===== src/rtl/mem_port_arbiter.sv =====
// Two-requester round-robin arbiter that owns one single-port memory's pins.
// Define LOCK_EN to add lock0/lock1 burst-lock inputs that hold priority.
module mem_port_arbiter #(
  parameter int ADDR_W   = 16,
  parameter int DATA_W   = 32,
  parameter int MEM_SIZE = 64
) (
  input  logic              clk,
  input  logic              rst,
  input  logic              req0,
  input  logic              we0,
  input  logic [ADDR_W-1:0] addr0,
  input  logic [DATA_W-1:0] wdata0,
  output logic              gnt0,
  output logic              rvalid0,
  output logic [DATA_W-1:0] rdata0,
  input  logic              req1,
  input  logic              we1,
  input  logic [ADDR_W-1:0] addr1,
  input  logic [DATA_W-1:0] wdata1,
  output logic              gnt1,
  output logic              rvalid1,
  output logic [DATA_W-1:0] rdata1,
`ifdef LOCK_EN
  input  logic              lock0,
  input  logic              lock1,
`endif
  output logic [ADDR_W-1:0] mem_addr,
  output logic              mem_rd_en,
  output logic              mem_wr_en,
  output logic [DATA_W-1:0] mem_wdata,
  input  logic [DATA_W-1:0] mem_rdata,
  output logic              oob_err
);

  localparam logic [ADDR_W-1:0] MEM_LIMIT = ADDR_W'(MEM_SIZE);

  logic              gnt0_q, gnt0_d, gnt1_q, gnt1_d;
  logic              rd0_q, rd0_d, rd1_q, rd1_d;
  logic              rvalid0_q, rvalid0_d, rvalid1_q, rvalid1_d;
  logic              rd_live_q, rd_live_d;
  logic              last_q, last_d;
  logic [ADDR_W-1:0] mem_addr_q, mem_addr_d;
  logic [DATA_W-1:0] mem_wdata_q, mem_wdata_d;
  logic              mem_rd_en_q, mem_rd_en_d, mem_wr_en_q, mem_wr_en_d;
  logic              oob_err_q, oob_err_d;

  logic              elig0, elig1, lock_hold, any_gnt, sel_we, in_range;
  logic [ADDR_W-1:0] sel_addr;
  logic [DATA_W-1:0] sel_wdata;

  always_comb begin
    // NOTE: every signal assigned here gets a default first so no path leaves it unassigned and infers a latch.
    gnt0_d    = 1'b0;
    gnt1_d    = 1'b0;
    lock_hold = 1'b0;
    // A requester whose grant is showing this cycle is masked so a held req is not granted twice.
    elig0 = req0 & ~gnt0_q;
    elig1 = req1 & ~gnt1_q;
`ifdef LOCK_EN
    lock_hold = last_q ? (lock1 & req1) : (lock0 & req0);
`endif
    if (lock_hold) begin
      if (last_q) gnt1_d = elig1;
      else        gnt0_d = elig0;
    end else if (elig0 && elig1) begin
      // last_q names the requester served most recently; the other one wins.
      gnt0_d = last_q;
      gnt1_d = ~last_q;
    end else begin
      gnt0_d = elig0;
      gnt1_d = elig1;
    end

    any_gnt   = gnt0_d | gnt1_d;
    sel_addr  = gnt1_d ? addr1  : addr0;
    sel_wdata = gnt1_d ? wdata1 : wdata0;
    sel_we    = gnt1_d ? we1    : we0;
    in_range  = sel_addr < MEM_LIMIT;

    last_d      = gnt0_d ? 1'b0 : (gnt1_d ? 1'b1 : last_q);
    mem_addr_d  = any_gnt ? sel_addr  : mem_addr_q;
    mem_wdata_d = any_gnt ? sel_wdata : mem_wdata_q;
    mem_wr_en_d = any_gnt & in_range & sel_we;
    mem_rd_en_d = any_gnt & in_range & ~sel_we;
    oob_err_d   = any_gnt & ~in_range;

    // Reads (including squashed out-of-range ones) return one cycle after the grant.
    rd0_d     = gnt0_d & ~we0;
    rd1_d     = gnt1_d & ~we1;
    rvalid0_d = rd0_q;
    rvalid1_d = rd1_q;
    rd_live_d = mem_rd_en_q;
  end

  always_ff @(posedge clk) begin
    // NOTE: sequential state uses non-blocking assignments so every flop samples pre-edge values.
    if (rst) begin
      gnt0_q      <= 1'b0;
      gnt1_q      <= 1'b0;
      rd0_q       <= 1'b0;
      rd1_q       <= 1'b0;
      rvalid0_q   <= 1'b0;
      rvalid1_q   <= 1'b0;
      rd_live_q   <= 1'b0;
      last_q      <= 1'b1;
      mem_addr_q  <= '0;
      mem_wdata_q <= '0;
      mem_rd_en_q <= 1'b0;
      mem_wr_en_q <= 1'b0;
      oob_err_q   <= 1'b0;
    end else begin
      gnt0_q      <= gnt0_d;
      gnt1_q      <= gnt1_d;
      rd0_q       <= rd0_d;
      rd1_q       <= rd1_d;
      rvalid0_q   <= rvalid0_d;
      rvalid1_q   <= rvalid1_d;
      rd_live_q   <= rd_live_d;
      last_q      <= last_d;
      mem_addr_q  <= mem_addr_d;
      mem_wdata_q <= mem_wdata_d;
      mem_rd_en_q <= mem_rd_en_d;
      mem_wr_en_q <= mem_wr_en_d;
      oob_err_q   <= oob_err_d;
    end
  end

  assign gnt0      = gnt0_q;
  assign gnt1      = gnt1_q;
  assign rvalid0   = rvalid0_q;
  assign rvalid1   = rvalid1_q;
  assign rdata0    = (rvalid0_q & rd_live_q) ? mem_rdata : '0;
  assign rdata1    = (rvalid1_q & rd_live_q) ? mem_rdata : '0;
  assign mem_addr  = mem_addr_q;
  assign mem_wdata = mem_wdata_q;
  assign mem_rd_en = mem_rd_en_q;
  assign mem_wr_en = mem_wr_en_q;
  assign oob_err   = oob_err_q;

endmodule


===== config.mk =====
export PLATFORM = sky130hd
export DESIGN_NAME = mem_port_arbiter
export DESIGN_NICKNAME = d
export VERILOG_FILES = /design/src/rtl/mem_port_arbiter.sv
export SDC_FILE = /design/constraint.sdc
export NUM_CORES = 1
export LEC_CHECK = 0
export CAP_MARGIN = 0
export CORE_AREA = 2 2 98 100
export DETAILED_ROUTE_END_ITERATION = 10
export DIE_AREA = 0 0 100 102
export MAX_ROUTING_LAYER = met4
export PLACE_DENSITY = 0.85
export SLEW_MARGIN = 15
export SYNTH_ARGS = -nofsm -noshare
export SYNTH_HDL_FRONTEND = slang
export SYNTH_SLANG_ARGS = --single-unit

===== constraint.sdc =====
create_clock -name clk -period 3.95 [get_ports clk]
set_input_delay 0.395 -clock clk [delete_from_list [all_inputs] [get_ports clk]]
set_output_delay 0.395 -clock clk [all_outputs]
set_load 0.05 [all_outputs]

Word level (Yosys, flattened, before mapping)
Index checks and enable logic that the tools add are counted.

word-level totals
  register bits = 59
  latch bits = 0
  RAM bits = 0
  bits in read-only memories = 0
  bits of input ports = 134
  output and inout port bits = 119
  word-level logic and storage cells = 43
  memories kept = 0

operators by class
  add/subtract/negate cells = 0
  multipliers = 0
  divide/modulo/power cells = 0
  magnitude comparators = 1
  equal/unequal tests = 0
  shifts and indexed selects = 0
  multiplexer cells = 9
  bitwise gates (word level) = 18
  reductions and logical operators = 2

operators by type and width
  cell                   count
  $mux W32               3
  $lt A16 B7 Y1 const B  1
  $mux W16               1
  $and A1 B1 Y1          10
  $not A1 Y1             7
  $mux W1                5
  $reduce_bool A2 Y1     1
  $logic_and A1 B1 Y1    1
  $or A1 B1 Y1           1

Depth between registers and ports, before layout
Gate-level depths: netlist of run 1.

  word-level depth = 8
  gate-level depth with buffers = 7
  depth with buffers taken out = 4

Least setup slack after synthesis of run 1
OpenSTA, ideal clock, no wires.

  path kind = register to output
  start = reg rvalid0_q (netlist: rvalid0)
  end = out rdata0[31]
  arrival time = 1,401 ps
  required time = 3,555 ps
  setup slack = 2,154 ps
  cell stages (with the launch flop) = 3
  buffers on the path = 1
  cells stage by stage = dfxtp_1 clkbuf_1 and3_1

between the ends
  cells in the longest elaborated chain, start to end = 2

RTL lines
  what                    RTL line  text
  start, declared         40        logic rvalid0_q, rvalid0_d, rvalid1_q, rvalid1_d;
  start signal, assigned  117       rvalid0_q <= rvalid0_d;
  $and A1 B1 Y1           133       assign rdata0 = (rvalid0_q & rd_live_q) ? mem_rdata : '0;
  $mux W32                133
  end, declared           16        output logic [DATA_W-1:0] rdata0,

No other way between the ends.

Final worst setup path of run 1
  start = reg rd_live_q
  end = out rdata0[26]

between the ends
  cells in the longest elaborated chain, start to end = 2

RTL lines
  what                    RTL line  text
  start, declared         41        logic rd_live_q, rd_live_d;
  start signal, assigned  119       rd_live_q <= rd_live_d;
  $and A1 B1 Y1           133
  $mux W32                133

No other way between the ends.

==> metrics.yaml, run 1 <==
clock_tree:
  post-cts-setup-buffers: 0
  worst_skew_pair.late_latency_ns: 0.33
  path_clk_slew_ns: 0.06
  cts-resized-gates: 0
  cts-buffers-inserted: 9
  cts.path.max_buffers: 2
  tritoncts: "done"
  clk_sinks: 59
  ctsHoldBuffers: 0
  cts.htree.levels: 3
  clockRootBuffer: "sky130_fd_sc_hd__clkbuf_8"
route:
  detail_route.vias_per_cell: 5.14
  remaining_drc_errors: 0
  routed_wire_length_per_instance_um: 17.0
  dr.pass1.iters: 4
  routed_wl_mm: 12.4
  route.antenna.remaining_nets: 0
  routed-via-count: 3764
  drc_marker_count_from_the_first_detailed_route_iteration: 101
cells_and_area:
  nFillCells: 718
  numnets_final: 751
  syn2layout_area_growth_pct: 84.0
  post-route-cell-area_mm2: 0.00595
  drive_gt1_share_pct: 10.5
  most_common_library_cell_in_the_layout_ignoring_fill_and_taps: "sky130_fd_sc_hd__clkdlybuf4s50_1"
  num_antenna_cells: 0
  layout_common_cells: "251 x sky130_fd_sc_hd__clkdlybuf4s50_1, 96 x sky130_fd_sc_hd__nand2_1, 64 x sky130_fd_sc_hd__and3_1"
sta:
  whs_ns: 0.444
  slew_viol_final: 0
  setup-tns-final_ns: 0
  finalHoldViolations: 0
  worst_clock_skew_ns: 0.00896
  final.min_clock_period_ns: 2.86
  min_period_over_period_pct: 72.3
  maxSlewHeadroom_pct: 26.0
  final_worst_setup_slack_ns: 1.09
  max_freq_mhz: 350
  grt_setup_unrepaired: "no"
  worst-slew-pin-transition_ns: 1.11
  setup-violations-final: 0
synth:
  distinct_cell_type_count_of_the_synthesized_netlist: 24
  synth_cells: 391
  ys_ff_latch: 59
  synth.cell_area_mm2: 0.00323
  net_count_after_synthesis: 525
  synth.yosys.seq_area_share_pct: 36.5
  yosysWarnings: 0
  post_synth.cell_area_avg_um2: 8.27
critical_path:
  setup.worst_path.start_class: "flip-flop"
  critPathKind: "reg2out"
  kind_of_end_point_of_the_critical_path: "output pin"
  path_max_fanout: 36
  worst-endpoint-arrival_ns: 2.46
  worst-endpoint-required_ns: 3.56
placed_design:
  place_worst_setup_slack_ns: 1.34
  post-dp-hpwl_mm: 9.50
  port_buffers: 252
  placedInstanceArea_mm2: 0.00570
  globalplace.congestion: 0.904
grt:
  grt_max_degree: 97
  global_routing_usage_summed_across_all_routing_layers_pct: 23.4
  initial_antenna_violation_count: 0
  grt_pass1_vias: 3607
  grt_pass1_wl_mm: 18.0
  gr-total-overflow: 0
power_and_ir_drop:
  sw_frac_of_total_pct: 32.9
  clkPwrFrac_pct: 31.7
  cell_internal_pwr_mw: 1.32
  p_switching_mw: 0.645
  max-vdd-ir-drop_mv: 0.203
  power_frac_seq_pct: 34.9
  power.density_cell_area_mw_per_mm2: 330
  p_leak_nw: 2.44
  power.share.combinational_pct: 33.4
floorplanning:
  start_util_pct: 35.5
  placement_rows: 35
  chipWidth_um: 100
  pin_count: 253
  fp.coreArea_mm2: 0.00911
  floorplan.die_area_mm2: 0.0102
  die_h_um: 102
status:
  status: "finished, final reports clean"
min_path:
  worstHoldPathType: "reg2reg"
job:
  max_cap_viol_count: 0
[per-stage QoR]
| step | total power [mW] | util [%] | cells |
|---|---|---|---|
| global route | 2.04 | 65.3 | 733 |
| floorplan | 1.08 | - | 391 |
| CTS | 1.97 | 65.0 | 732 |
| global placement | 1.34 | 62.5 | 716 |
| detailed placement | 1.35 | 62.5 | 716 |
| finish | 1.96 | 65.3 | 733 |
[layer usage]
| metal | vias up | GRT usage (%) | wire length [um] |
|---|---|---|---|
| met2 | 175 | 42.0 | 6410 |
| met5 | - | - | 0 |
| li1 | 1827 | - | - |
| met4 | 0 | 12.5 | 471 |
| met1 | 1731 | 23.6 | 4710 |
| met3 | 31 | 5.47 | 831 |
[synthesized netlist by cell type]
cell,instances,area share [%]
sky130_fd_sc_hd__nand2b_1,1,0.19
sky130_fd_sc_hd__nor3b_1,1,0.23
sky130_fd_sc_hd__buf_8,1,0.46
sky130_fd_sc_hd__and3_1,64,12
sky130_fd_sc_hd__nand2_1,97,11
sky130_fd_sc_hd__nand2b_4,1,0.43
sky130_fd_sc_hd__nor3_1,5,0.77
sky130_fd_sc_hd__clkbuf_1,19,2.2
sky130_fd_sc_hd__nor4_1,5,0.97
sky130_fd_sc_hd__o21a_1,2,0.46
sky130_fd_sc_hd__a311oi_2,41,19
sky130_fd_sc_hd__buf_2,15,2.3
sky130_fd_sc_hd__nand3_1,2,0.31
sky130_fd_sc_hd__buf_4,1,0.23
sky130_fd_sc_hd__buf_6,5,1.7
sky130_fd_sc_hd__dfxtp_1,59,37
sky130_fd_sc_hd__a31o_2,1,0.27
sky130_fd_sc_hd__nor2b_1,3,0.58
sky130_fd_sc_hd__a311oi_1,7,1.9
sky130_fd_sc_hd__a21oi_1,2,0.31
sky130_fd_sc_hd__a31oi_4,1,0.66
sky130_fd_sc_hd__nor2_1,55,6.4
sky130_fd_sc_hd__o21ai_0,1,0.15
sky130_fd_sc_hd__inv_1,2,0.23
[critical path: stages, from the launching register on]
cell and delay, ns:
sky130_fd_sc_hd__dfxtp_1 0.72, sky130_fd_sc_hd__buf_4 0.38, sky130_fd_sc_hd__and3_1 0.20, sky130_fd_sc_hd__clkdlybuf4s50_1 0.81
[flip-flops by register name, indices dropped and copies added (netlist names)]
signal	flops
gnt0	1
gnt1	1
last_q	1
mem_addr	16
mem_rd_en	1
mem_wdata	32
mem_wr_en	1
oob_err	1
rd0_q	1
rd1_q	1
rd_live_q	1
rvalid0	1
rvalid1	1
[layout make-up]
cell class	count	area [um^2]	area share, %
timing repair buffer	256	2570	43.1
clock inverter	4	72.6	1.22
inverter	2	7.51	0.126
tap	111	139	2.33
multi-input combinational	289	1830	30.7
clock buffer	12	155	2.61
sequential	59	1180	19.8
[power by group through the flow]
| stage | Combinational [mW] | Clock (mW) | Sequential [mW] |
|---|---|---|---|
| finish | 0.656 | 0.622 | 0.684 |
| CTS | 0.654 | 0.635 | 0.685 |
| global placement | 0.645 | 0 | 0.695 |
| floorplan | 0.202 | 0 | 0.875 |
| global route | 0.689 | 0.659 | 0.691 |
| detailed placement | 0.652 | 0 | 0.696 |
[final timing paths]
| kind | to | cells past startpoint | slack [ns] | start |
|---|---|---|---|---|
| max | rdata0[26] | 3 | 1.09 | rd_live_q |
| min | rvalid1 | 1 | 0.44 | rd1_q |
| max reg2reg | mem_wdata[13] | 5 | 1.90 | gnt1 |
| min reg2reg | rvalid1 | 1 | 0.44 | rd1_q |
[cells by family after synthesis]
family / Yosys count / share of synthesized area (%)
buffers and inverters: 43 / 7.20
AND/OR/NAND/NOR: 234 / 33.5
flip-flops: 59 / 36.5
AO/OA/AOI/OAI: 55 / 22.8
(Power assumes the default switching activity.)
==> run 2: changes to the inputs <==
--- a/config.mk
+++ b/config.mk
@@ -6,11 +6,11 @@
 export NUM_CORES = 1
 export LEC_CHECK = 0
 export CAP_MARGIN = 0
-export CORE_AREA = 2 2 98 100
+export CORE_AREA = 2 2 101 103
 export DETAILED_ROUTE_END_ITERATION = 10
-export DIE_AREA = 0 0 100 102
+export DIE_AREA = 0 0 103 105
 export MAX_ROUTING_LAYER = met4
-export PLACE_DENSITY = 0.85
+export PLACE_DENSITY = 0.81
 export SLEW_MARGIN = 15
 export SYNTH_ARGS = -nofsm -noshare
 export SYNTH_HDL_FRONTEND = slang
==> constraint.sdc (replaced) <==
create_clock -name clk -period 2.7 [get_ports clk]
set_input_delay 0.27 -clock clk [delete_from_list [all_inputs] [get_ports clk]]
set_output_delay 0.27 -clock clk [all_outputs]
set_load 0.05 [all_outputs]
==> metrics.yaml, run 2 (synthesis results as in run 1) <==
clock_tree:
  post-cts-setup-buffers: 0
  clockRootBuffer: "sky130_fd_sc_hd__clkbuf_8"
  path_clk_slew_ns: 0.07
  clk_sinks: 59
  worst_skew_pair.late_latency_ns: 0.33
  cts.path.max_buffers: 2
  ctsHoldBuffers: 0
  cts.htree.levels: 3
  cts-resized-gates: 0
  cts-buffers-inserted: 9
  tritoncts: "done"
sta:
  setup-violations-final: 0
  setup-tns-final_ns: 0
  worst_clock_skew_ns: 0.00687
  worst-slew-pin-transition_ns: 0.552
  slew_viol_final: 0
  final_worst_setup_slack_ns: 0.654
  min_period_over_period_pct: 75.8
  whs_ns: 0.446
  maxSlewHeadroom_pct: 63.1
  grt_setup_unrepaired: "no"
  max_freq_mhz: 489
  finalHoldViolations: 0
  final.min_clock_period_ns: 2.05
power_and_ir_drop:
  max-vdd-ir-drop_mv: 0.224
  p_leak_nw: 2.59
  power.density_cell_area_mw_per_mm2: 468
critical_path:
  crit_chain: "buf_4, clkdlybuf4s50_1"
  critPathKind: "reg2out"
  slowest_delay_ns: 0.87
  setup.worst_path.start_class: "flip-flop"
  worst-endpoint-required_ns: 2.43
  reg2reg_slack_ns: 1.07
  kind_of_end_point_of_the_critical_path: "output pin"
  critical_path.reg2reg.startpoint: "gnt1"
  path_max_fanout: 33
  reg2reg_to: "mem_wdata[31]"
  worst-endpoint-arrival_ns: 1.78
  critical_path.slowest_cell: "sky130_fd_sc_hd__clkdlybuf4s50_1"
  reg2reg_depth: 5
  critical_path.endpoint: "rvalid0"
  timing.critical_path.from: "rvalid0"
floorplanning:
  die_h_um: 105
  pin_count: 253
  chipWidth_um: 103
  fp.coreArea_mm2: 0.00964
  floorplan.die_area_mm2: 0.0108
  start_util_pct: 33.6
  placement_rows: 36
grt:
  gr-total-overflow: 0
  grt_pass1_wl_mm: 17.9
  grt_pass1_vias: 3580
  initial_antenna_violation_count: 0
  global_routing_usage_summed_across_all_routing_layers_pct: 21.8
  grt_max_degree: 65
placed_design:
  place_worst_setup_slack_ns: 0.650
  globalplace.congestion: 0.773
  port_buffers: 252
  post-dp-hpwl_mm: 9.35
cells_and_area:
  syn2layout_area_growth_pct: 80.3
  numnets_final: 758
  largest_register_ff_count: 32
  layout_common_cells: "187 x sky130_fd_sc_hd__clkdlybuf4s50_1, 96 x sky130_fd_sc_hd__nand2_1, 73 x sky130_fd_sc_hd__buf_4"
  most_common_library_cell_in_the_layout_ignoring_fill_and_taps: "sky130_fd_sc_hd__clkdlybuf4s50_1"
  nFillCells: 852
  layout.core_utilization_pct: 60.5
  drive_gt1_share_pct: 21.5
  num_antenna_cells: 0
route:
  drc_marker_count_from_the_first_detailed_route_iteration: 117
  routed-via-count: 3760
  routed_wire_length_per_instance_um: 15.9
  routed_wl_mm: 12.1
  route.antenna.remaining_nets: 0
  dr.pass1.iters: 4
  detail_route.vias_per_cell: 4.94
  remaining_drc_errors: 0
min_path:
  worstHoldPathType: "reg2reg"
job:
  max_cap_viol_count: 0
status:
  status: "finished, final reports clean"
## run 2: changes by cell type in the layout (fill, tap and decap cells not counted)
cell,delta
sky130_fd_sc_hd__buf_12,+2
sky130_fd_sc_hd__buf_16,-1
sky130_fd_sc_hd__buf_4,+70
sky130_fd_sc_hd__bufinv_16,-1
sky130_fd_sc_hd__clkbuf_8,-2
sky130_fd_sc_hd__clkdlybuf4s50_1,-64
sky130_fd_sc_hd__clkinv_2,+1
sky130_fd_sc_hd__clkinvlp_4,+1
## run 2: worst min path at each step
stage,from,to,slack [ns],cells after the start
finish,rd0_q,rvalid0,0.45,1
global route,rd1_q,rvalid1,0.48,1
CTS,rd1_q,rvalid1,0.45,1
detailed placement,rd0_q,rvalid0,0.43,1
global placement,rd1_q,rvalid1,0.42,1
floorplan,we0,rd0_q,0.35,1
## run 2: metal layers
layer	share of wire, %	routed length, um	GRT usage [%]
met5	0	0	-
met4	1.9	233	7.61
met3	7.1	866	4.41
met2	52	6280	38.7
met1	39	4740	23.6
## run 2: worst max-delay path, delay by kind of cell, from the launching register on
kind	cells	cell delay, ns
flops	1	0.31
buf+inv	2	1.14
## run 2: power by group
part / switching (mW) / total [mW] / leakage (nW) / internal (mW)
sequential: 0.0455 / 0.998 / 0.490 / 0.952
combinational: 0.554 / 0.969 / 2.01 / 0.415
clock: 0.344 / 0.762 / 0.0881 / 0.418
total: 0.944 / 2.73 / 2.59 / 1.78
## run 2: through the flow
step	power (mW)	instances	cell area, um^2
final	2.73	761	5830
after detailed placement	1.99	746	5650
after global routing	2.85	761	5830
after floorplan	1.58	391	3230
after global placement	1.97	746	5650
after CTS	2.75	761	5830
## run 2: area by class of cell
class	instances	area (um^2)	share of cell area [%]
timing repair buffer	263	2460	42.3
inverter	2	7.51	0.129
sequential	59	1180	20.3
clock buffer	10	128	2.19
clock inverter	5	55.1	0.944
tap	133	166	2.85
multi-input combinational	289	1830	31.4
